[config.mk]
export PLATFORM = sky130hd
export DESIGN_NAME = punc_control_mc
export DESIGN_NICKNAME = d
export VERILOG_FILES = /design/src/rtl/punc_pkg.sv /design/src/rtl/punc_mem_watchdog.sv /design/src/rtl/punc_control_mc.sv
export SDC_FILE = /design/constraint.sdc
export NUM_CORES = 1
export LEC_CHECK = 0
export BUFFER_PORTS_ARGS = -buffer_cell sky130_fd_sc_hd__clkbuf_2
export CAP_MARGIN = 25
export CORE_ASPECT_RATIO = 0.75
export CORE_MARGIN = 3
export CORE_UTILIZATION = 50
export CTS_CLUSTER_DIAMETER = 100
export DETAILED_ROUTE_END_ITERATION = 8
export MAX_ROUTING_LAYER = met4
export PLACE_DENSITY = 0.79
export RECOVER_POWER = 50
export SLEW_MARGIN = 20
export SYNTH_ARGS = -nofsm -noshare
export SYNTH_HDL_FRONTEND = slang
export SYNTH_HIERARCHICAL = 1
export SYNTH_SLANG_ARGS = --single-unit
[constraint.sdc]
create_clock -name clk -period 4.6 [get_ports clk]
set_input_delay 0.69 -clock clk [delete_from_list [all_inputs] [get_ports clk]]
set_output_delay 0.69 -clock clk [all_outputs]
set_load 0.02 [all_outputs]
[src/rtl/punc_pkg.sv]
`default_nettype none
// ============================================================================
// Module      : punc_pkg
// Description : Shared state encodings, LC3 opcodes, datapath select codes
//               and instruction-field helpers for the PUnC multi-cycle control.
// Revision    : 1.0 - initial multi-cycle controller release
// ============================================================================
package punc_pkg;

  localparam logic [2:0] c_st_fetch  = 3'd0;
  localparam logic [2:0] c_st_decode = 3'd1;
  localparam logic [2:0] c_st_exec1  = 3'd2;
  localparam logic [2:0] c_st_exec2  = 3'd3;
  localparam logic [2:0] c_st_halt   = 3'd4;

  localparam logic [3:0] c_op_br   = 4'b0000;
  localparam logic [3:0] c_op_add  = 4'b0001;
  localparam logic [3:0] c_op_ld   = 4'b0010;
  localparam logic [3:0] c_op_st   = 4'b0011;
  localparam logic [3:0] c_op_jsr  = 4'b0100;
  localparam logic [3:0] c_op_and  = 4'b0101;
  localparam logic [3:0] c_op_ldr  = 4'b0110;
  localparam logic [3:0] c_op_str  = 4'b0111;
  localparam logic [3:0] c_op_rti  = 4'b1000;
  localparam logic [3:0] c_op_not  = 4'b1001;
  localparam logic [3:0] c_op_ldi  = 4'b1010;
  localparam logic [3:0] c_op_sti  = 4'b1011;
  localparam logic [3:0] c_op_jmp  = 4'b1100;
  localparam logic [3:0] c_op_res  = 4'b1101;
  localparam logic [3:0] c_op_lea  = 4'b1110;
  localparam logic [3:0] c_op_halt = 4'b1111;

  localparam logic [1:0] c_addr_pc  = 2'd0;
  localparam logic [1:0] c_addr_alu = 2'd1;
  localparam logic [1:0] c_addr_ind = 2'd2;

  localparam logic [1:0] c_wsel_pc  = 2'd0;
  localparam logic [1:0] c_wsel_mem = 2'd1;
  localparam logic [1:0] c_wsel_alu = 2'd2;

  localparam logic [1:0] c_imm_5 = 2'd0;
  localparam logic [1:0] c_imm_6 = 2'd1;
  localparam logic [1:0] c_imm_9 = 2'd2;

  localparam logic [1:0] c_alu_add  = 2'd0;
  localparam logic [1:0] c_alu_and  = 2'd1;
  localparam logic [1:0] c_alu_pass = 2'd2;
  localparam logic [1:0] c_alu_not  = 2'd3;

  function automatic logic [3:0] ir_opcode(input logic [15:0] ir);
    return ir[15:12];
  endfunction

  function automatic logic [2:0] ir_dr(input logic [15:0] ir);
    return ir[11:9];
  endfunction

  function automatic logic [2:0] ir_sr1(input logic [15:0] ir);
    return ir[8:6];
  endfunction

  function automatic logic [2:0] ir_sr2(input logic [15:0] ir);
    return ir[2:0];
  endfunction

  function automatic logic is_mem_op(input logic [3:0] op);
    return (op == c_op_ld)  || (op == c_op_ldr) || (op == c_op_ldi) ||
           (op == c_op_st)  || (op == c_op_str) || (op == c_op_sti);
  endfunction

  function automatic logic is_store_op(input logic [3:0] op);
    return (op == c_op_st) || (op == c_op_str) || (op == c_op_sti);
  endfunction

endpackage
`default_nettype wire

[src/rtl/punc_mem_watchdog.sv]
`default_nettype none
// ============================================================================
// Module      : punc_mem_watchdog
// Description : Counts stalled memory-request cycles and flags a timeout.
// Revision    : 1.0 - initial multi-cycle controller release
// ============================================================================
module punc_mem_watchdog #(
  parameter int WAIT_MAX = 15
) (
  input  logic clk,
  input  logic rst,
  input  logic mem_req,
  input  logic mem_ack,
  input  logic state_chg,
  output logic timeout
);

  generate
    if (WAIT_MAX == 0) begin : g_disabled
      logic w_unused_wd;
      assign w_unused_wd = clk ^ rst ^ mem_req ^ mem_ack ^ state_chg;
      assign timeout     = 1'b0;
    end else begin : g_enabled
      localparam int c_cnt_w = $clog2(WAIT_MAX + 1);
      logic [c_cnt_w-1:0] r_wait_cnt;

      // A stray ack with no request outstanding must not disturb the count
      always_ff @(posedge clk) begin
        if (rst || (mem_req && mem_ack) || state_chg) begin
          r_wait_cnt <= '0;
        end else if (mem_req) begin
          r_wait_cnt <= r_wait_cnt + 1'b1;
        end
      end

      assign timeout = mem_req && !mem_ack &&
                       (r_wait_cnt == c_cnt_w'(WAIT_MAX));
    end
  endgenerate

endmodule
`default_nettype wire

[src/rtl/punc_control_mc.sv]
`default_nettype none
// ============================================================================
// Module      : punc_control_mc
// Description : Multi-cycle LC3 control FSM with handshaked memory access,
//               timeout watchdog, HALT/run control and retire counter.
// Revision    : 1.0 - initial multi-cycle controller release
// ============================================================================
module punc_control_mc
  import punc_pkg::*;
#(
  parameter int WAIT_MAX  = 15,
  parameter int RET_CNT_W = 32
) (
  input  logic                 clk,
  input  logic                 rst,
  input  logic [15:0]          ir,
  input  logic                 n,
  input  logic                 z,
  input  logic                 p,
  input  logic                 mem_ack,
  input  logic                 run,
  output logic                 pc_clr,
  output logic                 pc_inc,
  output logic                 pc_ld,
  output logic                 pc_data_sel,
  output logic                 pc_add_sel,
  output logic                 ir_ld,
  output logic                 mem_req,
  output logic                 mem_we,
  output logic [1:0]           addr_sel,
  output logic                 ind_ld,
  output logic                 rf_we,
  output logic [2:0]           rf_waddr,
  output logic [2:0]           rf_raddr0,
  output logic [2:0]           rf_raddr1,
  output logic [1:0]           rf_wsel,
  output logic                 a_sel,
  output logic                 b_sel,
  output logic [1:0]           imm_sel,
  output logic [1:0]           alu_op,
  output logic                 nzp_sel,
  output logic                 nzp_ld,
  output logic                 halted,
  output logic                 fault,
  output logic [RET_CNT_W-1:0] retired,
  output logic [2:0]           state_dbg
);

  logic [2:0]           r_state;
  logic [2:0]           w_state_nxt;
  logic                 r_fault;
  logic [RET_CNT_W-1:0] r_retired;
  logic [3:0]           w_opcode;
  logic                 w_mem_op;
  logic                 w_timeout;
  logic                 w_retire;
  logic                 w_set_fault;
  logic                 w_clr_fault;
  logic                 w_alu_wb;
  logic                 w_ld_wb;
  logic                 w_unused_ir;

  assign w_opcode    = ir_opcode(ir);
  assign w_mem_op    = is_mem_op(w_opcode);
  assign w_unused_ir = ^ir[4:3];

  // Request is a pure function of state so the watchdog sees no loop back
  assign mem_req = !rst && ((r_state == c_st_fetch) || (r_state == c_st_exec2) ||
                            ((r_state == c_st_exec1) && w_mem_op));

  punc_mem_watchdog #(
    .WAIT_MAX (WAIT_MAX)
  ) u_watchdog (
    .clk       (clk),
    .rst       (rst),
    .mem_req   (mem_req),
    .mem_ack   (mem_ack),
    .state_chg (w_state_nxt != r_state),
    .timeout   (w_timeout)
  );

  always_comb begin
    w_state_nxt = r_state;
    w_retire    = 1'b0;
    w_set_fault = 1'b0;
    w_clr_fault = 1'b0;
    w_alu_wb    = 1'b0;
    w_ld_wb     = 1'b0;
    pc_inc      = 1'b0;
    pc_ld       = 1'b0;
    pc_data_sel = 1'b0;
    pc_add_sel  = 1'b0;
    ir_ld       = 1'b0;
    mem_we      = 1'b0;
    addr_sel    = c_addr_pc;
    ind_ld      = 1'b0;
    rf_we       = 1'b0;
    rf_waddr    = 3'd0;
    rf_raddr0   = 3'd0;
    rf_raddr1   = 3'd0;
    rf_wsel     = c_wsel_pc;
    a_sel       = 1'b0;
    b_sel       = 1'b0;
    imm_sel     = c_imm_5;
    alu_op      = c_alu_add;
    nzp_sel     = 1'b0;
    nzp_ld      = 1'b0;
    halted      = 1'b0;

    if (!rst) begin
      case (r_state)
        c_st_fetch: begin
          if (mem_ack) begin
            ir_ld       = 1'b1;
            pc_inc      = 1'b1;
            w_state_nxt = c_st_decode;
          end
        end

        c_st_decode: begin
          if (w_opcode == c_op_halt) begin
            w_retire    = 1'b1;
            w_state_nxt = c_st_halt;
          end else if ((w_opcode == c_op_rti) || (w_opcode == c_op_res)) begin
            w_set_fault = 1'b1;
            w_state_nxt = c_st_halt;
          end else begin
            w_state_nxt = c_st_exec1;
          end
        end

        c_st_exec1: begin
          case (w_opcode)
            c_op_add, c_op_and: begin
              rf_raddr0 = ir_sr1(ir);
              rf_raddr1 = ir_sr2(ir);
              a_sel     = 1'b1;
              b_sel     = ir[5];
              imm_sel   = c_imm_5;
              alu_op    = (w_opcode == c_op_and) ? c_alu_and : c_alu_add;
              w_alu_wb  = 1'b1;
            end
            c_op_not: begin
              rf_raddr0 = ir_sr1(ir);
              a_sel     = 1'b1;
              alu_op    = c_alu_not;
              w_alu_wb  = 1'b1;
            end
            c_op_lea: begin
              b_sel    = 1'b1;
              imm_sel  = c_imm_9;
              w_alu_wb = 1'b1;
            end
            c_op_br: begin
              pc_add_sel = 1'b1;
              pc_ld      = (ir[11] & n) | (ir[10] & z) | (ir[9] & p);
            end
            c_op_jmp: begin
              rf_raddr0   = ir_sr1(ir);
              a_sel       = 1'b1;
              alu_op      = c_alu_pass;
              pc_ld       = 1'b1;
              pc_data_sel = 1'b1;
            end
            c_op_jsr: begin
              rf_we    = 1'b1;
              rf_waddr = 3'd7;
              rf_wsel  = c_wsel_pc;
              pc_ld    = 1'b1;
              if (!ir[11]) begin
                rf_raddr0   = ir_sr1(ir);
                a_sel       = 1'b1;
                alu_op      = c_alu_pass;
                pc_data_sel = 1'b1;
              end
            end
            c_op_ld, c_op_ldi, c_op_st, c_op_sti: begin
              b_sel    = 1'b1;
              imm_sel  = c_imm_9;
              addr_sel = c_addr_alu;
            end
            c_op_ldr, c_op_str: begin
              rf_raddr0 = ir_sr1(ir);
              a_sel     = 1'b1;
              b_sel     = 1'b1;
              imm_sel   = c_imm_6;
              addr_sel  = c_addr_alu;
            end
            default: ;
          endcase

          if (is_store_op(w_opcode)) begin
            rf_raddr1 = ir_dr(ir);
          end

          if (!w_mem_op) begin
            w_retire    = 1'b1;
            w_state_nxt = c_st_fetch;
          end else if (mem_ack) begin
            if ((w_opcode == c_op_ldi) || (w_opcode == c_op_sti)) begin
              ind_ld      = 1'b1;
              w_state_nxt = c_st_exec2;
            end else begin
              w_ld_wb     = !is_store_op(w_opcode);
              mem_we      = is_store_op(w_opcode);
              w_retire    = 1'b1;
              w_state_nxt = c_st_fetch;
            end
          end
        end

        c_st_exec2: begin
          addr_sel = c_addr_ind;
          if (w_opcode == c_op_sti) begin
            rf_raddr1 = ir_dr(ir);
          end
          if (mem_ack) begin
            w_ld_wb     = (w_opcode != c_op_sti);
            mem_we      = (w_opcode == c_op_sti);
            w_retire    = 1'b1;
            w_state_nxt = c_st_fetch;
          end
        end

        c_st_halt: begin
          halted = 1'b1;
          if (run) begin
            w_clr_fault = 1'b1;
            w_state_nxt = c_st_fetch;
          end
        end

        default: w_state_nxt = c_st_fetch;
      endcase

      if (w_alu_wb || w_ld_wb) begin
        rf_we    = 1'b1;
        rf_waddr = ir_dr(ir);
        rf_wsel  = w_ld_wb ? c_wsel_mem : c_wsel_alu;
        nzp_ld   = 1'b1;
        nzp_sel  = w_ld_wb;
      end

      // Timeout only fires without an ack, so no commit strobe is live here
      if (w_timeout) begin
        w_set_fault = 1'b1;
        w_state_nxt = c_st_halt;
      end
    end
  end

  always_ff @(posedge clk) begin
    if (rst) begin
      r_state   <= c_st_fetch;
      r_fault   <= 1'b0;
      r_retired <= '0;
    end else begin
      r_state <= w_state_nxt;
      if (w_set_fault) begin
        r_fault <= 1'b1;
      end else if (w_clr_fault) begin
        r_fault <= 1'b0;
      end
      if (w_retire) begin
        r_retired <= r_retired + 1'b1;
      end
    end
  end

  assign pc_clr    = rst;
  assign fault     = r_fault && !rst;
  assign retired   = rst ? '0 : r_retired;
  assign state_dbg = rst ? 3'd0 : r_state;

endmodule
`default_nettype wire
==> run metrics, run 1 <==
Post-Syn Area 2830 um2; Placed Area 3250 um2; DRC errors left 0; PD cells 228 nW/um2; failing checks max-capacitance violations, max-slew violations; Seq/Total Area, Yosys 28.3%; met3 wire length between 500 and 600 um; Final Net Count 482; fmax 277 MHz; clock sink count 40; clock transition at the registers of the reported paths 0.08 ns; Met1 Wirelength between 3 and 4 mm; clk buf depth 2; number of synthesized flops with an enable pin 0; GPL Wtd Cong ~0.85; VDD IR max 0.145 mV; Initial Util 52.3%; remaining antenna violation count 0; hold-fix buffer count after cts 0; met2 routed WL 3.33 mm; Yosys cell types 51; prevailing post-synth register cell dfxtp_1; leak pwr between 1 and 1.5 nW; unrepaired setup endpoints after global routing no; sum of negative setup slack 0 ns; die span in x 92.9 um; core area between 5000 and 6000 um2; clock skew 0.00571 ns; Syn Area/Cell 7.29 um2; share of layout cells above drive strength 1 22.1%; postcts setup bufs 0; Detailed Route WL 7.29 mm; synth warn 6; Worst Path Max Fanout 44; slew margin rel. -14.2%; Max-cap violations 1; final hold vios 0; Register Area between 800 and 900 um2; CTS Buf Count 5; worst path required time 4.78 ns; Rows 23; crit path DAT around 3.8 ns; Post-Syn Instances slightly below 400; Max Transition Viols Final 45; number of global-route vias before repair 2,749; Net Count, Synth 413; initial antenna violation count 0; Highest Signal Layer met4; area of the multi-input gates 1870 um2; Slew @ Worst Pin 1.71 ns; worst skew pair latency 0.29 ns; Tmin final 3.62 ns; total die area 6610 um2; vias per inst 5.65; largest net degree at the start of global routing 78; DRT Pass-1 Iters 4; post-route design area around 3300 um2; cts repair resizes 0; fill count ~520; flop and latch count out of synthesis 40; H-tree depth 2; HP Class flop to flop; Post-synth ARST share 0%; DP HPWL ~5.4 mm; final setup violating endpoints 0; DR WL/cell 13.7 um; status finished with violations; first-pass GRT wire length approximately 12 mm; routed vias 3,011; fin crit share 78.6%; root buf cell clkbuf_8; Die Ht 71.1 um; PortBufs between 80 and 90; Core Util, Final 61.4%; initial drt markers 201; critical path type primary input to flop; total track usage 23.3%; CTS tree done; CP endpoint kind flop; GR Overflow Total 0; Pwr Total ~0.76 mW; diodes inserted 0; # IOs 91; CP Launch Type primary input; synthesis-to-finish area growth 17.5%
==> where the power goes <==
| part | switching, mW | internal [mW] | leakage (nW) |
|---|---|---|---|
| logic | 0.0742 | 0.0376 | 0.945 |
| clock network | 0.128 | 0.161 | 0.0541 |
| registers | 0.00837 | 0.350 | 0.323 |
| total | 0.210 | 0.548 | 1.32 |
==> final timing paths <==
path	slack, ns	start	cells past startpoint	end
setup / recovery	0.98	ir[13]	7	r_retired[6]
hold / removal	0.50	r_retired[30]	2	r_retired[30]
setup reg to reg	1.40	r_state[0]	12	u_watchdog/g_enabled.r_wait_cnt[1]
hold reg to reg	0.50	r_retired[30]	2	r_retired[30]
==> per-layer routing <==
metal	vias up	global-route usage (%)
met2	109	34.8
met5	-	-
met1	1393	31.8
met3	11	4.78
met4	0	6.83
li1	1498	-
==> synth_stat cells, types with 8 or more instances <==
| cell type | number | area (um2) |
|---|---|---|
| a21oi_1 | 23 | 115 |
| clkbuf_1 | 15 | 56.3 |
| dfxtp_1 | 40 | 801 |
| mux2_2 | 22 | 248 |
| nand2_1 | 31 | 116 |
| nand3_1 | 10 | 50.1 |
| nand4_1 | 8 | 50.1 |
| nor2_1 | 69 | 259 |
| nor2b_1 | 36 | 225 |
| nor3_1 | 24 | 120 |
| o21ai_0 | 8 | 40.0 |
==> area by class of cell <==
cell class	instances	share of cell area, %
clock buffers	5	2.07
clock inverters	3	1.28
multi-input cells	313	56.3
flip-flops and latches	40	24.1
well taps	75	2.82
repair buffers	90	12.6
inverters	7	0.790
==> critical path, cell delays in order <==
cell and delay, ns:
clkbuf_1 0.64, nand3b_1 0.23, o21ai_0 0.26, o22a_1 0.16
clkbuf_1 1.23, nor3_1 0.21, mux2_2 0.36
==> state kept, by name, summed over array words and instances, names as in the netlist <==
name	cells
r_fault	1
r_retired	32
r_state	3
u_watchdog/g_enabled.r_wait_cnt	4
==> cell usage in the layout, fill, tap and decap left out, drive strengths merged, types with 3 or more instances in the layout <==
cell type  count
dfxtp         40
nand2         32
mux2          22
a31oi          3
nor2          69
nand2b         6
nand3         10
nand4          9
o21a           3
clkbuf        95
inv            7
or3            6
nand3b         4
nor3          24
o21ai          8
or4            7
a21oi         23
and2           5
nor4           6
o31ai          7
nor2b         36
xor2           3
==> kinds of logic after synthesis <==
kind of cell | share of synthesized area (%)
compound gates | 13.0
xor+xnor | 1.55
flops | 28.3
fa+ha+maj | 0.884
simple gates | 41.9
mux | 9.11
buf+inv | 5.31
==> per-stage QoR <==
step	std cells	hold slack, ns	worst slack, ns
after floorplan	388	0.455	1.33
after global placement	525	0.467	1.41
after detailed placement	525	0.486	1.38
after CTS	533	0.502	1.36
after global routing	533	0.525	0.545
final	533	0.503	0.984
(Power assumes the default switching activity.)
==> run 2: changes to the inputs <==
--- a/config.mk
+++ b/config.mk
@@ -5,15 +5,16 @@
 export SDC_FILE = /design/constraint.sdc
 export NUM_CORES = 1
 export LEC_CHECK = 0
+export ABC_AREA = 1
 export BUFFER_PORTS_ARGS = -buffer_cell sky130_fd_sc_hd__clkbuf_2
 export CAP_MARGIN = 25
 export CORE_ASPECT_RATIO = 0.75
 export CORE_MARGIN = 3
-export CORE_UTILIZATION = 50
+export CORE_UTILIZATION = 49
 export CTS_CLUSTER_DIAMETER = 100
 export DETAILED_ROUTE_END_ITERATION = 8
 export MAX_ROUTING_LAYER = met4
-export PLACE_DENSITY = 0.79
+export PLACE_DENSITY = 0.78
 export RECOVER_POWER = 50
 export SLEW_MARGIN = 20
 export SYNTH_ARGS = -nofsm -noshare
==> constraint.sdc (replaced) <==
create_clock -name clk -period 2.9 [get_ports clk]
set_input_delay 0.435 -clock clk [delete_from_list [all_inputs] [get_ports clk]]
set_output_delay 0.435 -clock clk [all_outputs]
set_load 0.02 [all_outputs]
==> run 2 against run 1 <==
The run now ends clean. Combinational power is 61% higher. Worst setup slack worse by 0.57 ns. Core utilization is 2.4 points lower. Wire length is 35% higher. Critical path depth is 2 higher. Largest cell class unchanged.
==> run metrics, run 2 <==
worst path required time 2.47 ns (was 4.78 ns); Int Power 0.769 mW (was 0.548 mW); part of the power in combinational logic 16.1% (was 14.8%); core area 6510 um2 (was 5410 um2); initial antenna violation count 0 (unchanged); final setup violating endpoints 0 (unchanged); commonest non-fill, non-tap cell in the layout nand2_1 (was nor2_1); pre-CTS setup slack 0.332 ns (was 1.38 ns); Post-synth ARST share 0% (unchanged); Die Ht 78.0 um (was 71.1 um); fmax 402 MHz; largest net degree at the start of global routing 54 (was 78); CP dominant cell by count nand2_1 (was clkbuf_1); Slowest cell on crit path dfxtp_1 (was clkbuf_1); worst skew pair latency 0.30 ns (was 0.29 ns); Post-Syn Area 3390 um2 (was 2830 um2); Initial Util 52.1% (was 52.3%); post-route design area 3840 um2 (was 3320 um2); Yosys cell types 31 (was 51); leak pwr 1.67 nW (was 1.32 nW); CP max stage delay 0.44 ns (was 1.23 ns); Net Count, Synth 644 (was 413); clock transition at the registers of the reported paths 0.08 ns (about the same); hold slack final 0.426 ns (was 0.503 ns); vias per inst 5.09 (was 5.65); most frequent cells in the layout 207 x nand2_1, 127 x nor2_1, 80 x inv_1 (was 69 x nor2_1, 66 x clkbuf_2, 40 x dfxtp_1); Slew @ Worst Pin 1.10 ns (was 1.71 ns); max reg flops 32 (unchanged); synth warn 6 (unchanged); clock sink count 40 (unchanged); CTS tree done (unchanged); Placed Area 3840 um2 (was 3250 um2); Core Util, Final 59.1% (was 61.4%); critical path type flop to primary output (was primary input to flop); prevailing post-synth register cell dfxtp_1 (unchanged); DRC errors left 0 (unchanged); Max-cap violations 0 (was 1); flop and latch count out of synthesis 40 (unchanged); H-tree depth 2 (unchanged); CTS Buf Count 5 (unchanged); PortBufs 88 (unchanged); non-filler cells, final 779 (was 533); die span in x 102 um (was 92.9 um); leading post-synthesis cells by cell area dfxtp_1 24%, nand2_1 23%, nor2_1 14%, inv_1 8.7%, nand3_1 5.8% (was dfxtp_1 28%, nor2_1 9.2%, mux2_2 8.8%, nor2b_1 8.0%, nor3_1 4.2%); CP Launch Type flop (was primary input); net switching power 0.348 mW (was 0.210 mW); slew margin rel. 26.7% (was -14.2%); unrepaired setup endpoints after global routing no (unchanged); Switching Fraction 31.2% (was 27.7%); fin crit share 85.8%; clock skew 0.00584 ns (was 0.00571 ns); share of layout cells above drive strength 1 13.3% (was 22.1%); hold-fix buffer count after cts 0 (unchanged); Seq/Total Area, Yosys 23.6% (was 28.3%); Detailed Route WL 9.84 mm (was 7.29 mm); area of the multi-input gates 2120 um2 (was 1870 um2); first-pass GRT wire length 16.7 mm (was 12.4 mm); clk buf depth 2 (unchanged); Rows 25 (was 23); clock power share 33.5% (was 38.0%); Final Net Count 723 (was 482); remaining antenna violation count 0 (unchanged); top-count cell post-synth nand2_1 (was nor2_1); Biggest register r_retired (unchanged); number of synthesized flops with an enable pin 0 (unchanged); Sequential Power Share 50.4% (was 47.2%); setup slack, reg-to-reg 0.45 ns (was 1.40 ns); Largest regs r_retired x32, u_watchdog/g_enabled.r_wait_cnt x4, r_state x3 (unchanged); Worst Path Max Fanout 6 (was 44); DR WL/cell 12.6 um (was 13.7 um); DP HPWL 7.79 mm (was 5.37 mm); sequence of cells on the critical path nand3_1 > nor2_1 > nand2_1 > nand3_1 > inv_1 > nand2_1 > nand2_1 > nor2_1 > clkbuf_2 (was clkbuf_1 > nand3b_1 > o21ai_0 > o22a_1 > clkbuf_1 > nor3_1 > mux2_2); synthesis-to-finish area growth 13.4% (was 17.5%); cts repair resizes 0 (unchanged); total track usage 26.2% (was 23.3%); diodes inserted 0 (unchanged); sum of negative setup slack 0 ns (unchanged); Syn Area/Cell 5.48 um2 (was 7.29 um2); Tmin final 2.49 ns; leading area contributor after synthesis dfxtp_1 (unchanged); Register Area 801 um2 (unchanged); PD cells 291 nW/um2 (was 228 nW/um2); HP Class primary input to flop (was flop to flop); # IOs 91 (unchanged); final hold vios 0 (unchanged); routed vias 3,968 (was 3,011); crit path DAT 2.05 ns (was 3.80 ns); dpl cells 772 (was 525); GR Overflow Total 0 (unchanged); Post-Syn Instances 619 (was 388); CP endpoint kind primary output (was flop); Max Transition Viols Final 0 (was 45); postcts setup bufs 0 (unchanged); final setup margin 0.410 ns (was 0.984 ns); total die area 7960 um2 (was 6610 um2); number of global-route vias before repair 3,632 (was 2,749); fill count 712 (was 521); root buf cell clkbuf_8 (unchanged); VDD IR max 0.151 mV (was 0.145 mV); status finished clean (was finished with violations); GPL Wtd Cong 0.963 (was 0.846); DRT Pass-1 Iters 5 (was 4); initial drt markers 282 (was 201); Post-synth top cells 205 x nand2_1, 127 x nor2_1, 79 x inv_1 (was 69 x nor2_1, 40 x dfxtp_1, 36 x nor2b_1); Synth top area share 23.6% (was 28.3%); Pwr Total 1.12 mW (was 0.758 mW)
==> run 2: metal layers <==
metal / wire [um] / global-route usage [%]
met5: 0 / -
met4: 71 / 4.85
met2: 4110 / 37.5
met1: 5010 / 39.8
met3: 651 / 3.29
==> run 2: cell families after synthesis <==
kind of cell / share of synthesized area, %
xor gates and xnor gates: 3.36
buffers and inverters: 13.1
DFF: 23.6
adders and majority gates: 0.738
AOI/OAI and AO/OA: 10.6
and+or+nand+nor: 48.6
==> run 2: final cells by class <==
class	count	share of cell area [%]
timing repair buffer	92	10.8
tap	81	2.64
clock inverter	2	0.325
sequential	40	20.8
multi-input combinational	472	55.1
inverter	87	8.49
clock buffer	5	1.79
==> run 2: worst max-delay path, delay by kind of cell, from the launching register on <==
kind                   cells  cell delay, ns
and+or+nand+nor            7            1.06
DFF                        1            0.44
buffers and inverters      2            0.24
==> run 2: path summary, 6_finish.rpt <==
check	endpoint	depth (start not counted)	start
max	rf_waddr[0]	9	r_state[1]
min	r_fault	4	run
max reg2reg	u_watchdog/g_enabled.r_wait_cnt[3]	20	r_state[0]
min reg2reg	u_watchdog/g_enabled.r_wait_cnt[1]	2	u_watchdog/g_enabled.r_wait_cnt[1]
==> run 2: power by group through the flow <==
| stage | combinational, mW | sequential (mW) | clock, mW |
|---|---|---|---|
| 2_1_floorplan | 0.133 | 0.574 | 0 |
| 3_3_place_gp | 0.180 | 0.576 | 0 |
| 3_5_place_dp | 0.183 | 0.576 | 0 |
| 4_1_cts | 0.184 | 0.563 | 0.380 |
| 5_1_grt | 0.201 | 0.565 | 0.404 |
| 6_report | 0.180 | 0.564 | 0.374 |
==> run 3: changes to the inputs <==
--- a/config.mk
+++ b/config.mk
@@ -14,7 +14,7 @@
 export CTS_CLUSTER_DIAMETER = 100
 export DETAILED_ROUTE_END_ITERATION = 8
 export MAX_ROUTING_LAYER = met4
-export PLACE_DENSITY = 0.78
+export PLACE_DENSITY = 0.75
 export RECOVER_POWER = 50
 export SLEW_MARGIN = 20
 export SYNTH_ARGS = -nofsm -noshare
==> run 3 against run 2 <==
Cell area is 0.85% higher. Non-clock buffer count stayed put. Worst setup slack worse by 0.0033 ns. First-iteration DRC count is 4.3% lower. Count of clock-buffer cells in the layout is 1 higher.
==> run metrics, run 3 (synthesis results as in run 2) <==
hold path depth 4 (unchanged); worst skew pair latency 0.29 ns (was 0.30 ns); unrepaired setup endpoints after global routing no (unchanged); critical path type flop to primary output (unchanged); sequence of cells on the critical path inv_2 > nand3_1 > nor2_1 > nand3_1 > nand3_1 > inv_1 > nand2_1 > nand2_1 > nor2_1 > clkbuf_2 (was nand3_1 > nor2_1 > nand2_1 > nand3_1 > inv_1 > nand2_1 > nand2_1 > nor2_1 > clkbuf_2); worst reg2reg path depth 20 (unchanged); diodes inserted 0 (unchanged); number of global-route vias before repair 3,545 (was 3,632); clk buf depth 2 (unchanged); final setup margin 0.407 ns (was 0.410 ns); fmax 401 MHz (was 402 MHz); share of layout cells above drive strength 1 13.3% (about the same); PD cells 297 nW/um2 (was 291 nW/um2); final setup violating endpoints 0 (unchanged); clock power share 35.2% (was 33.5%); cts repair resizes 0 (unchanged); Largest delay share family, worst path simple AND/OR/NAND/NOR gates (unchanged); DRT Pass-1 Iters 6 (was 5); clock sink count 40 (unchanged); Rows 25 (unchanged); first-pass GRT wire length 16.6 mm (was 16.7 mm); hold endpoint r_fault (unchanged); Core Util, Final 59.6% (was 59.1%); part of the power in combinational logic 15.8% (was 16.1%); clock skew 0.00864 ns (was 0.00584 ns); CP max stage delay 0.35 ns (was 0.44 ns); non-filler cells, final 780 (was 779); GPL Wtd Cong 0.958 (was 0.963); DRC errors left 0 (unchanged); final hold vios 0 (unchanged); PortBufs 88 (unchanged); dpl cells 772 (unchanged); CP endpoint kind primary output (unchanged); total track usage 25.9% (was 26.2%); hold_sp run (unchanged); status finished clean (unchanged); hold-fix buffer count after cts 0 (unchanged); leak pwr 1.65 nW (was 1.67 nW); Die Ht 78.0 um (unchanged); setup slack, reg-to-reg 0.46 ns (was 0.45 ns); # IOs 91 (unchanged); Slowest cell on crit path dfxtp_1 (unchanged); synthesis-to-finish area growth 14.4% (was 13.4%); CTS tree done (unchanged); CP Launch Type flop (unchanged); core area 6510 um2 (unchanged); worst path required time 2.47 ns (about the same); routed vias 3,957 (was 3,968); remaining antenna violation count 0 (unchanged); VDD IR max 0.177 mV (was 0.151 mV); HP Class primary input to flop (unchanged); CP dominant cell by count nand3_1 (was nand2_1); Final Net Count 723 (unchanged); H-tree depth 2 (unchanged); slew margin rel. 30.2% (was 26.7%); crit path DAT 2.06 ns (was 2.05 ns); Max Transition Viols Final 0 (unchanged); commonest non-fill, non-tap cell in the layout nand2_1 (unchanged); DP HPWL 7.69 mm (was 7.79 mm); Int Power 0.799 mW (was 0.769 mW); pre-CTS setup slack 0.313 ns (was 0.332 ns); initial antenna violation count 0 (unchanged); most frequent cells in the layout 205 x nand2_1, 127 x nor2_1, 80 x inv_1 (was 207 x nand2_1, 127 x nor2_1, 80 x inv_1); vias per inst 5.07 (was 5.09); reg2reg start r_state[2] (was r_state[0]); Worst Path Max Fanout 8 (was 6); Largest regs r_retired x32, u_watchdog/g_enabled.r_wait_cnt x4, r_state x3 (unchanged); fin crit share 86.0% (was 85.8%); Max-cap violations 0 (unchanged); GR Overflow Total 0 (unchanged); Slew @ Worst Pin 1.05 ns (was 1.10 ns); DR WL/cell 12.5 um (was 12.6 um); initial drt markers 270 (was 282); Switching Fraction 30.5% (was 31.2%); clock transition at the registers of the reported paths 0.09 ns (was 0.08 ns); die span in x 102 um (unchanged); total die area 7960 um2 (unchanged); Sequential Power Share 49.0% (was 50.4%); Tmin final 2.49 ns (about the same); max reg flops 32 (unchanged); Detailed Route WL 9.71 mm (was 9.84 mm); crit path buf inv count 3 (was 2); largest net degree at the start of global routing 52 (was 54); root buf cell clkbuf_8 (unchanged); postcts setup bufs 0 (unchanged); Initial Util 52.1% (unchanged); net switching power 0.351 mW (was 0.348 mW); CTS Buf Count 5 (unchanged); Biggest register r_retired (unchanged); sum of negative setup slack 0 ns (unchanged); R2R Path End u_watchdog/g_enabled.r_wait_cnt[3] (unchanged)
[run 3: changes by cell type in the layout (fill, tap and decap cells not counted), moves of 2 or more]
cell and delta:
a21oi_1 -4, a21oi_2 +4, clkbuf_1 +7, clkbuf_2 -8, nand2_1 -2
[run 3: metrics by stage]
| step | total power [mW] | hold slack, ns | cell area [um2] |
|---|---|---|---|
| floorplan | 0.708 | 0.453 | 3390 |
| global placement | 0.757 | 0.464 | 3840 |
| detailed placement | 0.759 | 0.478 | 3840 |
| CTS | 1.16 | 0.418 | 3940 |
| global route | 1.20 | 0.447 | 3880 |
| finish | 1.15 | 0.419 | 3880 |
[run 3: how the worst max path moves through the flow]
stage / from / end / slack, ns / depth (start not counted)
final: r_state[2] / rf_waddr[2] / 0.41 / 10
after global routing: r_state[2] / u_watchdog/g_enabled.r_wait_cnt[3] / 0.03 / 19
after CTS: r_state[2] / rf_waddr[2] / 0.39 / 10
after detailed placement: ir[15] / u_watchdog/g_enabled.r_wait_cnt[3] / 0.31 / 21
after global placement: ir[15] / u_watchdog/g_enabled.r_wait_cnt[3] / 0.39 / 21
after floorplan: rst / u_watchdog/g_enabled.r_wait_cnt[3] / 0.16 / 20
[run 3: power groups by stage]
stage | logic (mW) | clock network [mW] | registers (mW)
after floorplan | 0.133 | 0 | 0.574
after global placement | 0.181 | 0 | 0.576
after detailed placement | 0.183 | 0 | 0.576
after CTS | 0.184 | 0.413 | 0.563
after global routing | 0.203 | 0.435 | 0.565
final | 0.181 | 0.405 | 0.564
[run 3: layout make-up]
type | instances | area, um2
Fill cell | 713 | 2630
Multi-Input combinational cell | 472 | 2140
Sequential cell | 40 | 801
Timing Repair Buffer | 92 | 407
Inverter | 87 | 327
Tap cell | 81 | 101
Clock buffer | 6 | 82.6
Clock inverter | 2 | 15.0
[run 3: metal layers]
metal | wire, um | global-route usage [%] | vias to the layer above | share of wire, %
met2 | 3970 | 36.4 | 149 | 41
li1 | - | - | 2049 | -
met1 | 4990 | 39.8 | 1753 | 51
met3 | 682 | 3.55 | 6 | 7.0
met5 | 0 | - | - | 0
met4 | 63 | 4.46 | 0 | 0.65
[run 3: worst reg2reg max path: cells and delay by family, from the launching register on]
family	cells	cell delay (ns)
AO/OA/AOI/OAI	3	0.37
buffers and inverters	5	0.34
AND/OR/NAND/NOR	12	1.30
flip-flops	1	0.35
